File: config.mk
export PLATFORM = sky130hd
export DESIGN_NAME = pc_sequencer
export DESIGN_NICKNAME = d
export VERILOG_FILES = /design/src/rtl/pc_sequencer_pkg.sv /design/src/rtl/pc_target_sel.sv /design/src/rtl/pc_sequencer.sv
export SDC_FILE = /design/constraint.sdc
export NUM_CORES = 1
export LEC_CHECK = 0
export BUFFER_PORTS_ARGS = -buffer_cell sky130_fd_sc_hd__buf_2
export CORE_UTILIZATION = 30
export CTS_CLUSTER_SIZE = 25
export DETAILED_ROUTE_END_ITERATION = 10
export GPL_ROUTABILITY_DRIVEN = 0
export SLEW_MARGIN = 20
export SYNTH_ARGS = -nofsm -noshare
export SYNTH_HDL_FRONTEND = slang
export SYNTH_SLANG_ARGS = --single-unit
export TNS_END_PERCENT = 30
File: constraint.sdc
create_clock -name i_clk -period 7.85 [get_ports i_clk]
set_input_delay 1.57 -clock i_clk [delete_from_list [all_inputs] [get_ports i_clk]]
set_output_delay 1.57 -clock i_clk [all_outputs]
set_load 0.02 [all_outputs]
File: src/rtl/pc_sequencer_pkg.sv
// ============================================================================
// Module      : pc_sequencer_pkg
// Description : Shared encodings for the program-counter sequencer: PC-source
//               codes from the next-PC logic, FSM state codes and default
//               reset and exception vectors.
// Revision    : 1.0 - initial release
// ============================================================================
`default_nettype none

package pc_sequencer_pkg;

    // PC-source codes driven by the next-PC datapath
    localparam logic [1:0] PCSRC_SEQ  = 2'b00;
    localparam logic [1:0] PCSRC_JMP  = 2'b01;
    localparam logic [1:0] PCSRC_ERET = 2'b10;
    localparam logic [1:0] PCSRC_EXC  = 2'b11;

    // Sequencer FSM states
    localparam logic [0:0] ST_FETCH = 1'b0;
    localparam logic [0:0] ST_EXEC  = 1'b1;

    // Default vectors
    localparam logic [31:0] RESET_VEC_DEFAULT = 32'hBFC0_0000;
    localparam logic [31:0] EXC_VEC_DEFAULT   = 32'h8000_0180;

endpackage

`default_nettype wire

File: src/rtl/pc_target_sel.sv
// ============================================================================
// Module      : pc_target_sel
// Description : Combinational next-PC target select with alignment check.
//               A misaligned sequential/jump/ERET target is redirected to the
//               exception vector instead.
// Revision    : 1.0 - initial release
// ============================================================================
`default_nettype none

module pc_target_sel
    import pc_sequencer_pkg::*;
#(
    parameter logic [31:0] EXC_VEC = EXC_VEC_DEFAULT
) (
    input  logic [1:0]  i_pcsrc,
    input  logic [31:0] i_pc,
    input  logic [31:0] i_nextpc,
    input  logic [31:0] i_epc,
    output logic [31:0] o_target,
    output logic        o_misaligned,
    output logic        o_enter_exc,
    output logic        o_leave_exl
);

    logic [31:0] w_raw_target;

    // Pick the raw target, then redirect to the exception vector on a trap
    always_comb begin
        w_raw_target = i_pc + 32'd4;
        case (i_pcsrc)
            PCSRC_SEQ:  w_raw_target = i_pc + 32'd4;
            PCSRC_JMP:  w_raw_target = i_nextpc;
            PCSRC_ERET: w_raw_target = i_epc;
            default:    w_raw_target = EXC_VEC;
        endcase

        // The exception vector itself is never subject to the alignment check
        o_misaligned = (i_pcsrc != PCSRC_EXC) && (w_raw_target[1:0] != 2'b00);
        o_enter_exc  = (i_pcsrc == PCSRC_EXC) || o_misaligned;
        o_leave_exl  = (i_pcsrc == PCSRC_ERET) && !o_misaligned;
        o_target     = o_enter_exc ? EXC_VEC : w_raw_target;
    end

endmodule

`default_nettype wire

File: src/rtl/pc_sequencer.sv
// ============================================================================
// Module      : pc_sequencer
// Description : Architectural PC owner for the unpipelined core. Sequences
//               each instruction through FETCH/EXEC, commits the next PC,
//               maintains EPC/EXL and counts retired instructions.
// Revision    : 1.0 - initial release
// ============================================================================
`default_nettype none

module pc_sequencer
    import pc_sequencer_pkg::*;
#(
    parameter logic [31:0] RESET_VEC = RESET_VEC_DEFAULT,
    parameter logic [31:0] EXC_VEC   = EXC_VEC_DEFAULT
) (
    input  logic        i_clk,
    input  logic        i_rst,
    input  logic [1:0]  i_pcsrc,
    input  logic [31:0] i_nextpc,
    input  logic        i_exec_done,
    input  logic        i_imem_ack,
    input  logic [31:0] i_imem_rdata,
    output logic [31:0] o_pc,
    output logic        o_imem_req,
    output logic [31:0] o_imem_addr,
    output logic [31:0] o_instr,
    output logic        o_instr_valid,
    output logic [31:0] o_epc,
    output logic        o_exl,
    output logic        o_addr_err,
    output logic [31:0] o_instret
);

    logic [0:0]  r_state;
    logic [31:0] r_pc;
    logic [31:0] r_epc;
    logic        r_exl;
    logic [31:0] r_instr;
    logic        r_addr_err;
    logic [31:0] r_instret;

    logic [31:0] w_target;
    logic        w_misaligned;
    logic        w_enter_exc;
    logic        w_leave_exl;
    logic        w_commit;

    pc_target_sel #(
        .EXC_VEC (EXC_VEC)
    ) u_target_sel (
        .i_pcsrc      (i_pcsrc),
        .i_pc         (r_pc),
        .i_nextpc     (i_nextpc),
        .i_epc        (r_epc),
        .o_target     (w_target),
        .o_misaligned (w_misaligned),
        .o_enter_exc  (w_enter_exc),
        .o_leave_exl  (w_leave_exl)
    );

    assign w_commit = (r_state == ST_EXEC) && i_exec_done;

    // FSM, PC/EPC/EXL commit, instruction latch and retire counter
    always_ff @(posedge i_clk or posedge i_rst) begin
        if (i_rst) begin
            r_state    <= ST_FETCH;
            r_pc       <= RESET_VEC;
            r_epc      <= 32'd0;
            r_exl      <= 1'b0;
            r_instr    <= 32'd0;
            r_addr_err <= 1'b0;
            r_instret  <= 32'd0;
        end else begin
            r_addr_err <= 1'b0;
            case (r_state)
                ST_FETCH: begin
                    if (i_imem_ack) begin
                        r_instr <= i_imem_rdata;
                        r_state <= ST_EXEC;
                    end
                end
                default: begin
                    if (w_commit) begin
                        r_pc       <= w_target;
                        r_instret  <= r_instret + 32'd1;
                        r_addr_err <= w_misaligned;
                        r_state    <= ST_FETCH;
                        if (w_enter_exc) begin
                            r_exl <= 1'b1;
                            // A nested exception keeps the original return point
                            if (!r_exl) begin
                                r_epc <= r_pc;
                            end
                        end else if (w_leave_exl) begin
                            r_exl <= 1'b0;
                        end
                    end
                end
            endcase
        end
    end

    assign o_pc          = r_pc;
    assign o_imem_req    = (r_state == ST_FETCH);
    assign o_imem_addr   = r_pc;
    assign o_instr       = r_instr;
    assign o_instr_valid = (r_state == ST_EXEC);
    assign o_epc         = r_epc;
    assign o_exl         = r_exl;
    assign o_addr_err    = r_addr_err;
    assign o_instret     = r_instret;

endmodule

`default_nettype wire

==> metrics.txt, run 1 <==
# TYPE chip_impl_metric gauge
chip_impl_info{name="crit_path_start_kind",value="input port"} 1
chip_impl_metric{name="sequential_area_share_after_synthesis",unit="%"} 50.9
chip_impl_metric{name="cts_post_setup_buffers_inserted",unit=""} 0
chip_impl_metric{name="number_of_antenna_violations_at_the_first_check_in_global_routing",unit=""} 0
chip_impl_metric{name="first_global_vias",unit=""} 5092
chip_impl_info{name="synth_flop_cell",value="sky130_fd_sc_hd__dfrtp_1"} 1
chip_impl_metric{name="grt_first_pass_wirelength",unit="mm"} 29.3
chip_impl_metric{name="synth-warning-count",unit=""} 0
chip_impl_metric{name="final-hold-violation-count",unit=""} 0
chip_impl_metric{name="power_frac_comb",unit="%"} 24.0
chip_impl_metric{name="cellLeakagePower",unit="µW"} 0.00393
chip_impl_metric{name="fin_tns_setup",unit="ns"} 0
chip_impl_metric{name="ys_ff_latch",unit=""} 131
chip_impl_metric{name="cts_made_buffers",unit=""} 17
chip_impl_metric{name="routed_via_count",unit=""} 5485
chip_impl_metric{name="swShare",unit="%"} 34.6
chip_impl_metric{name="cts.sinks",unit=""} 131
chip_impl_metric{name="cts-resized-gates",unit=""} 0
chip_impl_metric{name="place.port_buffers",unit=""} 233
chip_impl_metric{name="max_clock_freq",unit="MHz"} 269
chip_impl_info{name="result_of_the_run",value="complete, no violations"} 1
chip_impl_metric{name="height_of_the_die",unit="µm"} 149
chip_impl_metric{name="synthDominantCellAreaShare",unit="%"} 47.2
chip_impl_metric{name="postSynthCellCount",unit=""} 599
chip_impl_metric{name="drt-initial-drc-count",unit=""} 283
chip_impl_metric{name="post_drt_via_cell_ratio",unit=""} 5.04
chip_impl_metric{name="maximum_capacitance_violations",unit=""} 0
chip_impl_info{name="critPathKind",value="in -> reg"} 1
chip_impl_metric{name="std_cell_rows",unit=""} 53
chip_impl_info{name="cts_tree",value="yes"} 1
chip_impl_info{name="synth.area.top_cells",value="sky130_fd_sc_hd__dfrtp_1 47%, sky130_fd_sc_hd__mux2_2 11%, sky130_fd_sc_hd__xnor2_1 4.2%"} 1
chip_impl_metric{name="grtUsageTotal",unit="%"} 17.3
chip_impl_metric{name="slew_headroom",unit="%"} 46.2
chip_impl_metric{name="fin_worst_skew",unit="ns"} 0.0123
chip_impl_info{name="timing.hold.worst.class",value="reg -> reg"} 1
chip_impl_info{name="critical_path.endpoint_type",value="flip-flop"} 1
chip_impl_metric{name="synth_cell_types",unit=""} 56
chip_impl_metric{name="hold_slack",unit="ns"} 0.465
chip_impl_metric{name="layout_min_cycle_time",unit="ns"} 3.72
chip_impl_metric{name="mean_instance_size_in_the_synthesized_netlist",unit="µm²"} 10.8
chip_impl_metric{name="period_share",unit="%"} 47.4
chip_impl_metric{name="deepest_clock_path_buffer_count",unit=""} 2
chip_impl_metric{name="dpl.hpwl",unit="mm"} 13.2
chip_impl_metric{name="routed_wire_length_per_instance",unit="µm"} 17.5
chip_impl_metric{name="core_region_area",unit="µm²"} 21100
chip_impl_metric{name="drt_wl_total",unit="mm"} 19.1
chip_impl_metric{name="critical_path_peak_fanout",unit=""} 25
chip_impl_metric{name="power.share.clock",unit="%"} 36.0
chip_impl_metric{name="tightestPinTransition",unit="ns"} 0.807
chip_impl_metric{name="post_cts_hold_buffer_count",unit=""} 0
chip_impl_metric{name="synth_enable_flop_cells",unit=""} 0
chip_impl_metric{name="cp_data_required_time",unit="ns"} 8.15
chip_impl_metric{name="fp.dieW",unit="µm"} 149
chip_impl_info{name="rsz0062_at_grt",value="false"} 1
chip_impl_metric{name="drt.antenna.violating_nets",unit=""} 0
chip_impl_metric{name="io_pins",unit=""} 234
chip_impl_metric{name="remaining_routing_drc_violations",unit=""} 0
chip_impl_metric{name="synthesis.area",unit="µm²"} 6460
chip_impl_metric{name="nets",unit=""} 872
chip_impl_metric{name="finalSetupViolCount",unit=""} 0
chip_impl_metric{name="grt_remaining_overflow",unit=""} 0
chip_impl_metric{name="area_growth",unit="%"} 28.5
chip_impl_metric{name="n_antenna_cell",unit=""} 0
chip_impl_metric{name="report.final.slew_viol_count",unit=""} 0
chip_impl_metric{name="net_switching_power_of_the_design",unit="µW"} 782
chip_impl_metric{name="totalPowerFinal",unit="µW"} 2260
chip_impl_metric{name="clk_transition_reported_paths",unit="ns"} 0.07
chip_impl_metric{name="seq_power_share",unit="%"} 40.1
chip_impl_metric{name="intPower",unit="µW"} 1480
chip_impl_metric{name="htree_num_levels",unit=""} 4
chip_impl_info{name="netlist.top_cell.by_area",value="sky130_fd_sc_hd__dfrtp_1"} 1
chip_impl_metric{name="drt_first_pass_iters",unit=""} 5
chip_impl_metric{name="initial_util",unit="%"} 30.7
chip_impl_metric{name="dieArea",unit="µm²"} 22100
chip_impl_metric{name="worstPathArrival",unit="ns"} 4.02
chip_impl_info{name="cts_root_buf",value="sky130_fd_sc_hd__clkbuf_16"} 1
chip_impl_metric{name="drive_gt1_share",unit="%"} 44.6
chip_impl_metric{name="grt_max_degree",unit=""} 74
chip_impl_metric{name="syn_nets",unit=""} 671
chip_impl_metric{name="power-per-cell-area",unit="nW/µm²"} 272
chip_impl_metric{name="clock_insertion_delay_worst_skew",unit="ns"} 0.42
chip_impl_metric{name="async_reset_ff_share",unit="%"} 100
chip_impl_metric{name="power.ir.vdd_worst",unit="mV"} 0.138
chip_impl_metric{name="fillers",unit=""} 2123
[layout make-up]
cell class                      instances  area (µm²)  area share, %
Clock inverter                         15         173           2.08
Sequential cell                       131        3290           39.6
Multi-Input combinational cell        399        2810           33.8
Inverter                               10        42.5          0.512
Clock buffer                           17         425           5.12
Tap cell                              275         344           4.14
Timing Repair Buffer                  241        1230           14.8
[registers in the layout (all words and copies together) (netlist names)]
name,count
o_instret,32
o_imem_addr,32
o_exl,1
o_instr,32
o_epc,32
o_instr_valid,1
o_addr_err,1
[power groups by stage]
stage,clock network [µW],registers (µW),logic [µW]
after floorplan,0,1030,232
after global placement,0,917,542
after detailed placement,0,918,548
after CTS,836,908,549
after global routing,862,928,580
final,813,907,542
[cell usage in the layout (no fill, tap or decap), types with 3 or more instances in the layout]
cell type	n
sky130_fd_sc_hd__a21o_1	3
sky130_fd_sc_hd__a21oi_1	21
sky130_fd_sc_hd__a22o_1	12
sky130_fd_sc_hd__a22oi_1	15
sky130_fd_sc_hd__a31oi_1	5
sky130_fd_sc_hd__and2_1	3
sky130_fd_sc_hd__and3_1	4
sky130_fd_sc_hd__buf_2	233
sky130_fd_sc_hd__buf_4	8
sky130_fd_sc_hd__clkbuf_16	17
sky130_fd_sc_hd__clkinv_4	3
sky130_fd_sc_hd__dfrtp_1	122
sky130_fd_sc_hd__dfstp_2	9
sky130_fd_sc_hd__inv_1	9
sky130_fd_sc_hd__inv_6	5
sky130_fd_sc_hd__inv_8	3
sky130_fd_sc_hd__mux2_2	64
sky130_fd_sc_hd__nand2_1	48
sky130_fd_sc_hd__nand3_1	26
sky130_fd_sc_hd__nand4_1	17
sky130_fd_sc_hd__nor2_1	26
sky130_fd_sc_hd__nor2b_2	3
sky130_fd_sc_hd__nor3_1	18
sky130_fd_sc_hd__nor4_1	10
sky130_fd_sc_hd__o21ai_0	31
sky130_fd_sc_hd__o311ai_0	4
sky130_fd_sc_hd__o31ai_1	4
sky130_fd_sc_hd__or2_2	3
sky130_fd_sc_hd__or3_1	4
sky130_fd_sc_hd__or4_1	3
sky130_fd_sc_hd__xnor2_1	31
sky130_fd_sc_hd__xor2_1	4
[Yosys cell counts, types with 5 or more instances]
library cell and instances:
sky130_fd_sc_hd__dfrtp_1 122, sky130_fd_sc_hd__mux2_2 64, sky130_fd_sc_hd__nand2_1 48, sky130_fd_sc_hd__buf_4 32
sky130_fd_sc_hd__o21ai_0 31, sky130_fd_sc_hd__xnor2_1 31, sky130_fd_sc_hd__nand3_1 26, sky130_fd_sc_hd__nor2_1 26
sky130_fd_sc_hd__a21oi_1 21, sky130_fd_sc_hd__clkbuf_1 21, sky130_fd_sc_hd__nor3_1 18, sky130_fd_sc_hd__nand4_1 17
sky130_fd_sc_hd__a22oi_1 15, sky130_fd_sc_hd__a22o_1 12, sky130_fd_sc_hd__inv_1 10, sky130_fd_sc_hd__nor4_1 10
sky130_fd_sc_hd__dfstp_2 9, sky130_fd_sc_hd__a31oi_1 5, sky130_fd_sc_hd__nor2b_1 5, sky130_fd_sc_hd__o31ai_1 5
[metal layers]
layer  GRT usage [%]  vias up  part of all wire (%)
met3            3.00       26                   5.2
met5               0        -                     0
met4            7.14        0                   2.4
met1            24.7     2690                    47
li1                -     2567                     -
met2            25.7      202                    46
[critical path: stages]
cell and delay (ns):
sky130_fd_sc_hd__buf_2 0.39, sky130_fd_sc_hd__nor4_1 0.20, sky130_fd_sc_hd__nor3_1 0.23, sky130_fd_sc_hd__buf_4 0.19, sky130_fd_sc_hd__nor3b_4 0.60, sky130_fd_sc_hd__buf_4 0.43, sky130_fd_sc_hd__mux2_2 0.38
[cells by family (layout without fill, tap and decap cells)]
| kind of cell | count (synthesis) | in the layout | share of synthesized area, % |
|---|---|---|---|
| compound gates | 116 | 116 | 12.0 |
| xor+xnor | 35 | 35 | 4.74 |
| flops | 131 | 131 | 50.9 |
| buf+inv | 69 | 283 | 5.94 |
| simple gates | 180 | 180 | 14.6 |
| mux | 66 | 66 | 11.5 |
| fa+ha+maj | 2 | 2 | 0.387 |
[worst paths after layout]
path	startpoint	cells past startpoint	slack, ns	end
min in group asynchronous	i_rst	2	1.27	o_instr[28]$_DFFE_PP0P_
hold / removal	o_instret[31]$_DFFE_PP0P_	1	0.46	o_instret[31]$_DFFE_PP0P_
setup reg to reg	o_imem_addr[2]$_DFFE_PP0P_	6	5.09	o_imem_addr[20]$_DFFE_PP0P_
setup / recovery	i_pcsrc[0]	7	4.13	o_epc[4]$_DFFE_PP0P_
max in group asynchronous	i_rst	3	5.31	o_instr[23]$_DFFE_PP0P_
hold reg to reg	o_instret[31]$_DFFE_PP0P_	1	0.46	o_instret[31]$_DFFE_PP0P_
[stage by stage]
stage / utilization, % / cell area, µm² / setup slack [ns] / instances
3_5_place_dp: 36.6 / 7710 / 3.74 / 1056
2_1_floorplan: - / 6460 / 2.80 / 599
3_3_place_gp: 36.6 / 7710 / 3.76 / 1056
4_1_cts: 39.4 / 8310 / 4.15 / 1088
5_1_grt: 39.4 / 8310 / 3.96 / 1088
6_report: 39.4 / 8310 / 4.13 / 1088
Power figures use the tool's default switching activity.
==> run 2, diff against run 1 <==
- clock period: 7.85 -> 3.75 ns (I/O delays scaled with it)
==> run 2 against run 1 <==
  * Die area did not move
  * Worst hold slack worse by 0.17 ns
  * Non-clock buffer count is 8 higher
  * Global-route usage is 0.22 points higher
  * Sequential power is 110% higher
  * Critical path depth is 1 lower
  * Via count rose by 1.1%
  * Clock skew fell by 0.0011 ns
  * Setup slack worse by 3.0 ns
  * Critical endpoint is now o_imem_addr[30]$_DFFE_PP0P_
  * Largest power group unchanged
  * Highest routed layer unchanged
==> metrics.txt, run 2 (synthesized netlist as in run 1, its figures left out) <==
# TYPE chip_impl_metric gauge
chip_impl_metric{name="finalSetupViolCount",unit=""} 0
chip_impl_metric{name="crit_path_max_incr_delay",unit="ns"} 0.74
chip_impl_info{name="cts_tree",value="yes"} 1
chip_impl_metric{name="clk_transition_reported_paths",unit="ns"} 0.06
chip_impl_metric{name="fp.dieW",unit="µm"} 149
chip_impl_info{name="layout.cells.most_common",value="sky130_fd_sc_hd__buf_2"} 1
chip_impl_metric{name="initial_util",unit="%"} 30.7
chip_impl_metric{name="drt_wl_total",unit="mm"} 19.0
chip_impl_metric{name="io_pins",unit=""} 234
chip_impl_metric{name="fin_worst_skew",unit="ns"} 0.0112
chip_impl_metric{name="multiInputGateArea",unit="µm²"} 2810
chip_impl_info{name="crit_slowest_cell",value="sky130_fd_sc_hd__or4_2"} 1
chip_impl_metric{name="fin_tns_setup",unit="ns"} 0
chip_impl_metric{name="slew_headroom",unit="%"} 43.0
chip_impl_info{name="most_frequent_cells_in_the_layout",value="233 x sky130_fd_sc_hd__buf_2, 122 x sky130_fd_sc_hd__dfrtp_1, 64 x sky130_fd_sc_hd__mux2_2"} 1
chip_impl_metric{name="area_growth",unit="%"} 30.7
chip_impl_metric{name="drt_first_pass_iters",unit=""} 5
chip_impl_metric{name="first_global_vias",unit=""} 5204
chip_impl_metric{name="dpl.hpwl",unit="mm"} 13.4
chip_impl_metric{name="drive_gt1_share",unit="%"} 45.2
chip_impl_metric{name="timing.critical_path.buf_inv",unit=""} 0
chip_impl_metric{name="maximum_capacitance_violations",unit=""} 0
chip_impl_metric{name="grt_first_pass_wirelength",unit="mm"} 29.5
chip_impl_info{name="critical_path.reg2reg.startpoint",value="o_imem_addr[3]$_DFFE_PP0P_"} 1
chip_impl_metric{name="n_antenna_cell",unit=""} 0
chip_impl_metric{name="report.final.slew_viol_count",unit=""} 0
chip_impl_metric{name="cts_made_buffers",unit=""} 17
chip_impl_info{name="critPathKind",value="reg -> reg"} 1
chip_impl_metric{name="layout_min_cycle_time",unit="ns"} 2.64
chip_impl_metric{name="max_clock_freq",unit="MHz"} 378
chip_impl_metric{name="dp.cells",unit=""} 1063
chip_impl_metric{name="worstPathArrival",unit="ns"} 2.99
chip_impl_metric{name="cp_data_required_time",unit="ns"} 4.09
chip_impl_metric{name="clock_insertion_delay_worst_skew",unit="ns"} 0.42
chip_impl_info{name="critical_path.cell_chain",value="ha_1 -> nand2_1 -> or4_2 -> nor4_1 -> a41oi_1 -> o22ai_1"} 1
chip_impl_info{name="result_of_the_run",value="complete, no violations"} 1
chip_impl_metric{name="cts_post_setup_buffers_inserted",unit=""} 0
chip_impl_metric{name="deepest_clock_path_buffer_count",unit=""} 2
chip_impl_metric{name="routed_wire_length_per_instance",unit="µm"} 17.4
chip_impl_metric{name="post_drt_via_cell_ratio",unit=""} 5.06
chip_impl_metric{name="critical_path_peak_fanout",unit=""} 8
chip_impl_metric{name="power.ir.vdd_worst",unit="mV"} 0.303
chip_impl_metric{name="cts-resized-gates",unit=""} 0
chip_impl_metric{name="place.port_buffers",unit=""} 233
chip_impl_metric{name="postLayoutCoreUtil",unit="%"} 40.1
chip_impl_info{name="timing.hold.worst.class",value="in -> async"} 1
chip_impl_metric{name="post_cts_hold_buffer_count",unit=""} 0
chip_impl_metric{name="std_cell_rows",unit=""} 53
chip_impl_metric{name="final_cells",unit=""} 1096
chip_impl_metric{name="fillers",unit=""} 2157
chip_impl_metric{name="power-per-cell-area",unit="nW/µm²"} 574
chip_impl_metric{name="cts.sinks",unit=""} 131
chip_impl_metric{name="tightestPinTransition",unit="ns"} 0.852
chip_impl_info{name="cts_root_buf",value="sky130_fd_sc_hd__clkbuf_16"} 1
chip_impl_info{name="critical_path.startpoint",value="o_imem_addr[3]$_DFFE_PP0P_"} 1
chip_impl_metric{name="drt.antenna.violating_nets",unit=""} 0
chip_impl_metric{name="htree_num_levels",unit=""} 4
chip_impl_metric{name="grtUsageTotal",unit="%"} 17.5
chip_impl_metric{name="register_area",unit="µm²"} 3290
chip_impl_metric{name="nets",unit=""} 880
chip_impl_info{name="critical_path.endpoint_type",value="flip-flop"} 1
chip_impl_metric{name="postPlaceCellArea",unit="µm²"} 7790
chip_impl_metric{name="final-hold-violation-count",unit=""} 0
chip_impl_info{name="rsz0062_at_grt",value="false"} 1
chip_impl_metric{name="remaining_routing_drc_violations",unit=""} 0
chip_impl_info{name="crit_path_start_kind",value="flip-flop"} 1
chip_impl_metric{name="cellLeakagePower",unit="µW"} 0.00399
chip_impl_metric{name="height_of_the_die",unit="µm"} 149
chip_impl_metric{name="routed_via_count",unit=""} 5544
chip_impl_metric{name="grt_max_degree",unit=""} 52
chip_impl_metric{name="number_of_antenna_violations_at_the_first_check_in_global_routing",unit=""} 0
chip_impl_metric{name="drt-initial-drc-count",unit=""} 267
chip_impl_metric{name="core_region_area",unit="µm²"} 21100
chip_impl_metric{name="grt_remaining_overflow",unit=""} 0
chip_impl_metric{name="dieArea",unit="µm²"} 22100
chip_impl_metric{name="final_area",unit="µm²"} 8450
chip_impl_info{name="cp_top_family",value="simple AND/OR/NAND/NOR gates"} 1
chip_impl_metric{name="period_share",unit="%"} 70.5
-- run 2: cell types whose count changed in the layout (fill, tap and decap cells not counted), sizes merged --
cell	delta
inv	-4
bufinv	+2
clkinvlp	+3
buf	+8
clkbuf	+1
clkinv	-2
-- run 2: final timing paths --
| check | end | slack [ns] | cells past startpoint |
|---|---|---|---|
| setup / recovery | o_imem_addr[30]$_DFFE_PP0P_ | 1.11 | 6 |
| hold reg to reg | o_instret[31]$_DFFE_PP0P_ | 0.47 | 1 |
| min in group i_clk | o_instret[31]$_DFFE_PP0P_ | 0.47 | 1 |
| max in group asynchronous | o_imem_addr[22]$_DFFE_PP1P_ | 2.59 | 4 |
| hold / removal | o_instr[9]$_DFFE_PP0P_ | 0.30 | 2 |
| setup reg to reg | o_imem_addr[30]$_DFFE_PP0P_ | 1.11 | 6 |
-- run 2: worst register-to-register path, stage by stage, from the launching register on --
cell and delay (ns):
sky130_fd_sc_hd__dfrtp_1 0.52, sky130_fd_sc_hd__ha_1 0.31, sky130_fd_sc_hd__nand2_1 0.10, sky130_fd_sc_hd__or4_2 0.74, sky130_fd_sc_hd__nor4_1 0.54, sky130_fd_sc_hd__a41oi_1 0.19, sky130_fd_sc_hd__o22ai_1 0.18
-- run 2: metrics by stage --
step           setup WS [ns]  power [µW]  hold WS [ns]
2_1_floorplan           1.29        2640         0.540
3_3_place_gp           0.909        3060         0.460
3_5_place_dp           0.763        3080         0.461
4_1_cts                 1.14        4910         0.474
5_1_grt                0.956        5080         0.296
6_report                1.11        4850         0.296
-- run 2: area by class of cell --
class / instances / share of cell area, %
clock inverters: 14 / 2.37
clock buffers: 18 / 5.20
multi-input cells: 399 / 33.3
repair buffers: 249 / 15.7
well taps: 275 / 4.07
flip-flops and latches: 131 / 38.9
inverters: 10 / 0.489
-- run 2: where the power goes --
part	switching, µW	leakage, µW	total, µW	internal [µW]
combinational	695	0.00200	1140	450
clock	666	0.000304	1810	1140
sequential	244	0.00168	1900	1660
-- run 2: layer usage --
layer | part of all wire, % | vias up | GRT usage [%] | wire (µm)
met5 | 0 | - | 0 | 0
met4 | 1.4 | 0 | 6.84 | 274
met3 | 5.6 | 15 | 3.70 | 1060
met1 | 47 | 2745 | 24.5 | 8970
li1 | - | 2579 | - | -
met2 | 46 | 205 | 26.3 | 8720
==> run 3, diff against run 2 <==
- clock period: 3.75 -> 2.6 ns (I/O delays scaled with it)
==> run 3 against run 2 <==
  * Sequential share of layout area decreased by 0.54 points
  * Sequential cell count unchanged
  * Core utilization increased by 0.56 points
  * Non-clock buffer count grew 20
  * Cell area is 1.4% higher
  * Combinational power rose by 51%
  * Critical path type unchanged
  * Largest power group unchanged
  * Highest routed layer is now met5
==> metrics.txt, run 3 (synthesized netlist as in run 1, its figures left out) <==
# TYPE chip_impl_metric gauge
chip_impl_info{name="layout.cells.most_common",value="sky130_fd_sc_hd__buf_2"} 1
chip_impl_metric{name="grt_remaining_overflow",unit=""} 0
chip_impl_metric{name="cts-resized-gates",unit=""} 0
chip_impl_metric{name="drt.antenna.violating_nets",unit=""} 0
chip_impl_info{name="most_frequent_cells_in_the_layout",value="233 x sky130_fd_sc_hd__buf_2, 122 x sky130_fd_sc_hd__dfrtp_1, 64 x sky130_fd_sc_hd__mux2_2"} 1
chip_impl_metric{name="n_antenna_cell",unit=""} 0
chip_impl_info{name="critical_path.endpoint_type",value="flip-flop"} 1
chip_impl_metric{name="drive_gt1_share",unit="%"} 46.5
chip_impl_metric{name="max_clock_freq",unit="MHz"} 420
chip_impl_metric{name="routed_via_count",unit=""} 5643
chip_impl_metric{name="post_drt_via_cell_ratio",unit=""} 5.06
chip_impl_metric{name="dieArea",unit="µm²"} 22100
chip_impl_metric{name="height_of_the_die",unit="µm"} 149
chip_impl_metric{name="cts_made_buffers",unit=""} 17
chip_impl_metric{name="hold_slack",unit="ns"} 0.195
chip_impl_metric{name="place.port_buffers",unit=""} 233
chip_impl_metric{name="worstPathArrival",unit="ns"} 2.73
chip_impl_metric{name="met1_wl",unit="mm"} 8.92
chip_impl_metric{name="first_global_vias",unit=""} 5311
chip_impl_metric{name="fin_tns_setup",unit="ns"} 0
chip_impl_info{name="crit_path_start_kind",value="flip-flop"} 1
chip_impl_metric{name="area_growth",unit="%"} 32.5
chip_impl_info{name="cts_tree",value="yes"} 1
chip_impl_metric{name="power.share.clock",unit="%"} 35.5
chip_impl_metric{name="core_region_area",unit="µm²"} 21100
chip_impl_metric{name="cellLeakagePower",unit="µW"} 0.00407
chip_impl_metric{name="post_cts_hold_buffer_count",unit=""} 0
chip_impl_metric{name="clk_transition_reported_paths",unit="ns"} 0.06
chip_impl_metric{name="io_pins",unit=""} 234
chip_impl_metric{name="net_switching_power_of_the_design",unit="µW"} 2380
chip_impl_metric{name="drt_wl_total",unit="mm"} 19.5
chip_impl_metric{name="htree_num_levels",unit=""} 4
chip_impl_metric{name="route.met2.wl",unit="mm"} 8.91
chip_impl_info{name="cts_root_buf",value="sky130_fd_sc_hd__clkbuf_16"} 1
chip_impl_metric{name="slew_headroom",unit="%"} 64.7
chip_impl_metric{name="fillers",unit=""} 2097
chip_impl_metric{name="drt_first_pass_iters",unit=""} 5
chip_impl_metric{name="intPower",unit="µW"} 4500
chip_impl_metric{name="power.ir.vdd_worst",unit="mV"} 0.449
chip_impl_metric{name="report.final.slew_viol_count",unit=""} 0
chip_impl_metric{name="grtUsageTotal",unit="%"} 17.9
chip_impl_metric{name="std_cell_rows",unit=""} 53
chip_impl_metric{name="wl_met3",unit="mm"} 1.31
chip_impl_info{name="crit_slowest_cell",value="sky130_fd_sc_hd__or4_2"} 1
chip_impl_metric{name="power-per-cell-area",unit="nW/µm²"} 804
chip_impl_info{name="result_of_the_run",value="complete, no violations"} 1
chip_impl_info{name="rsz0062_at_grt",value="false"} 1
chip_impl_metric{name="cts_post_setup_buffers_inserted",unit=""} 0
chip_impl_metric{name="power_frac_comb",unit="%"} 25.0
chip_impl_metric{name="grt_max_degree",unit=""} 74
chip_impl_info{name="top_layer_used",value="met5"} 1
chip_impl_metric{name="layout_min_cycle_time",unit="ns"} 2.38
chip_impl_metric{name="dpl.hpwl",unit="mm"} 14.2
chip_impl_metric{name="maximum_capacitance_violations",unit=""} 0
chip_impl_info{name="critPathKind",value="reg -> reg"} 1
chip_impl_metric{name="swShare",unit="%"} 34.6
chip_impl_metric{name="initial_util",unit="%"} 30.7
chip_impl_metric{name="period_share",unit="%"} 91.6
chip_impl_info{name="critical_path.cell_chain",value="nand3_4 -> or4_2 -> nor4_1 -> a41oi_1 -> o22ai_1"} 1
chip_impl_metric{name="tightestPinTransition",unit="ns"} 0.525
chip_impl_metric{name="final-hold-violation-count",unit=""} 0
chip_impl_metric{name="crit_path_max_incr_delay",unit="ns"} 0.75
chip_impl_metric{name="fp.dieW",unit="µm"} 149
chip_impl_metric{name="number_of_antenna_violations_at_the_first_check_in_global_routing",unit=""} 1
chip_impl_metric{name="critical_path_peak_fanout",unit=""} 8
chip_impl_metric{name="fin_worst_skew",unit="ns"} 0.00735
chip_impl_metric{name="remaining_routing_drc_violations",unit=""} 0
chip_impl_info{name="timing.hold.worst.class",value="in -> async"} 1
chip_impl_metric{name="seq_power_share",unit="%"} 39.5
chip_impl_metric{name="cts.sinks",unit=""} 131
chip_impl_metric{name="grt_first_pass_wirelength",unit="mm"} 30.2
chip_impl_metric{name="clock_insertion_delay_worst_skew",unit="ns"} 0.42
chip_impl_metric{name="cp_data_required_time",unit="ns"} 2.95
chip_impl_metric{name="drt-initial-drc-count",unit=""} 343
chip_impl_metric{name="nets",unit=""} 900
chip_impl_metric{name="deepest_clock_path_buffer_count",unit=""} 2
chip_impl_metric{name="routed_wire_length_per_instance",unit="µm"} 17.5
chip_impl_metric{name="finalSetupViolCount",unit=""} 0
-- run 3: cell type report --
type,count,area [µm²],share of cell area [%]
clock buffer,17,425,4.97
clock inverter,15,170,1.99
inverter,10,41.3,0.482
multi-input combinational,399,2810,32.8
sequential,131,3290,38.4
tap,275,344,4.02
timing repair buffer,269,1490,17.4
-- run 3: worst paths after layout --
check	start	to	slack, ns	depth (start not counted)
min in group i_clk	i_exec_done	o_instr_valid$_DFF_PP0_	0.31	2
worst min register to register	o_instret[31]$_DFFE_PP0P_	o_instret[31]$_DFFE_PP0P_	0.48	1
worst max-delay path	o_imem_addr[5]$_DFFE_PP0P_	o_imem_addr[30]$_DFFE_PP0P_	0.22	5
worst min-delay path	i_rst	o_instr_valid$_DFF_PP0_	0.20	3
max in group asynchronous	i_rst	o_imem_addr[27]$_DFFE_PP1P_	1.99	3
worst max register to register	o_imem_addr[5]$_DFFE_PP0P_	o_imem_addr[30]$_DFFE_PP0P_	0.22	5
-- run 3: critical path, delay by kind of cell, from the launching register on --
kind	cells	cell delay, ns
compound gates	2	0.36
simple gates	3	1.44
flops	1	0.51
-- run 3: power groups by stage --
stage,registers [µW],logic (µW),clock network (µW)
finish,2720,1720,2450
global route,2770,1840,2600
CTS,2720,1750,2500
detailed placement,2750,1740,0
global placement,2740,1730,0
floorplan,3110,701,0
-- run 3: layer usage --
layer	vias to the layer above	GRT usage [%]
li1	2630	-
met1	2753	25.3
met2	234	26.6
met3	24	4.10
met4	2	6.63
met5	-	0
-- run 3: stage by stage --
step	setup WS, ns	std cells	total power [µW]	area, µm²	util, %
floorplan	0.332	599	3810	6470	-
global placement	0.303	1084	4470	7970	37.8
detailed placement	0.251	1084	4500	7970	37.8
CTS	0.236	1116	6970	8570	40.6
global route	0.109	1116	7210	8570	40.6
finish	0.218	1116	6890	8570	40.6
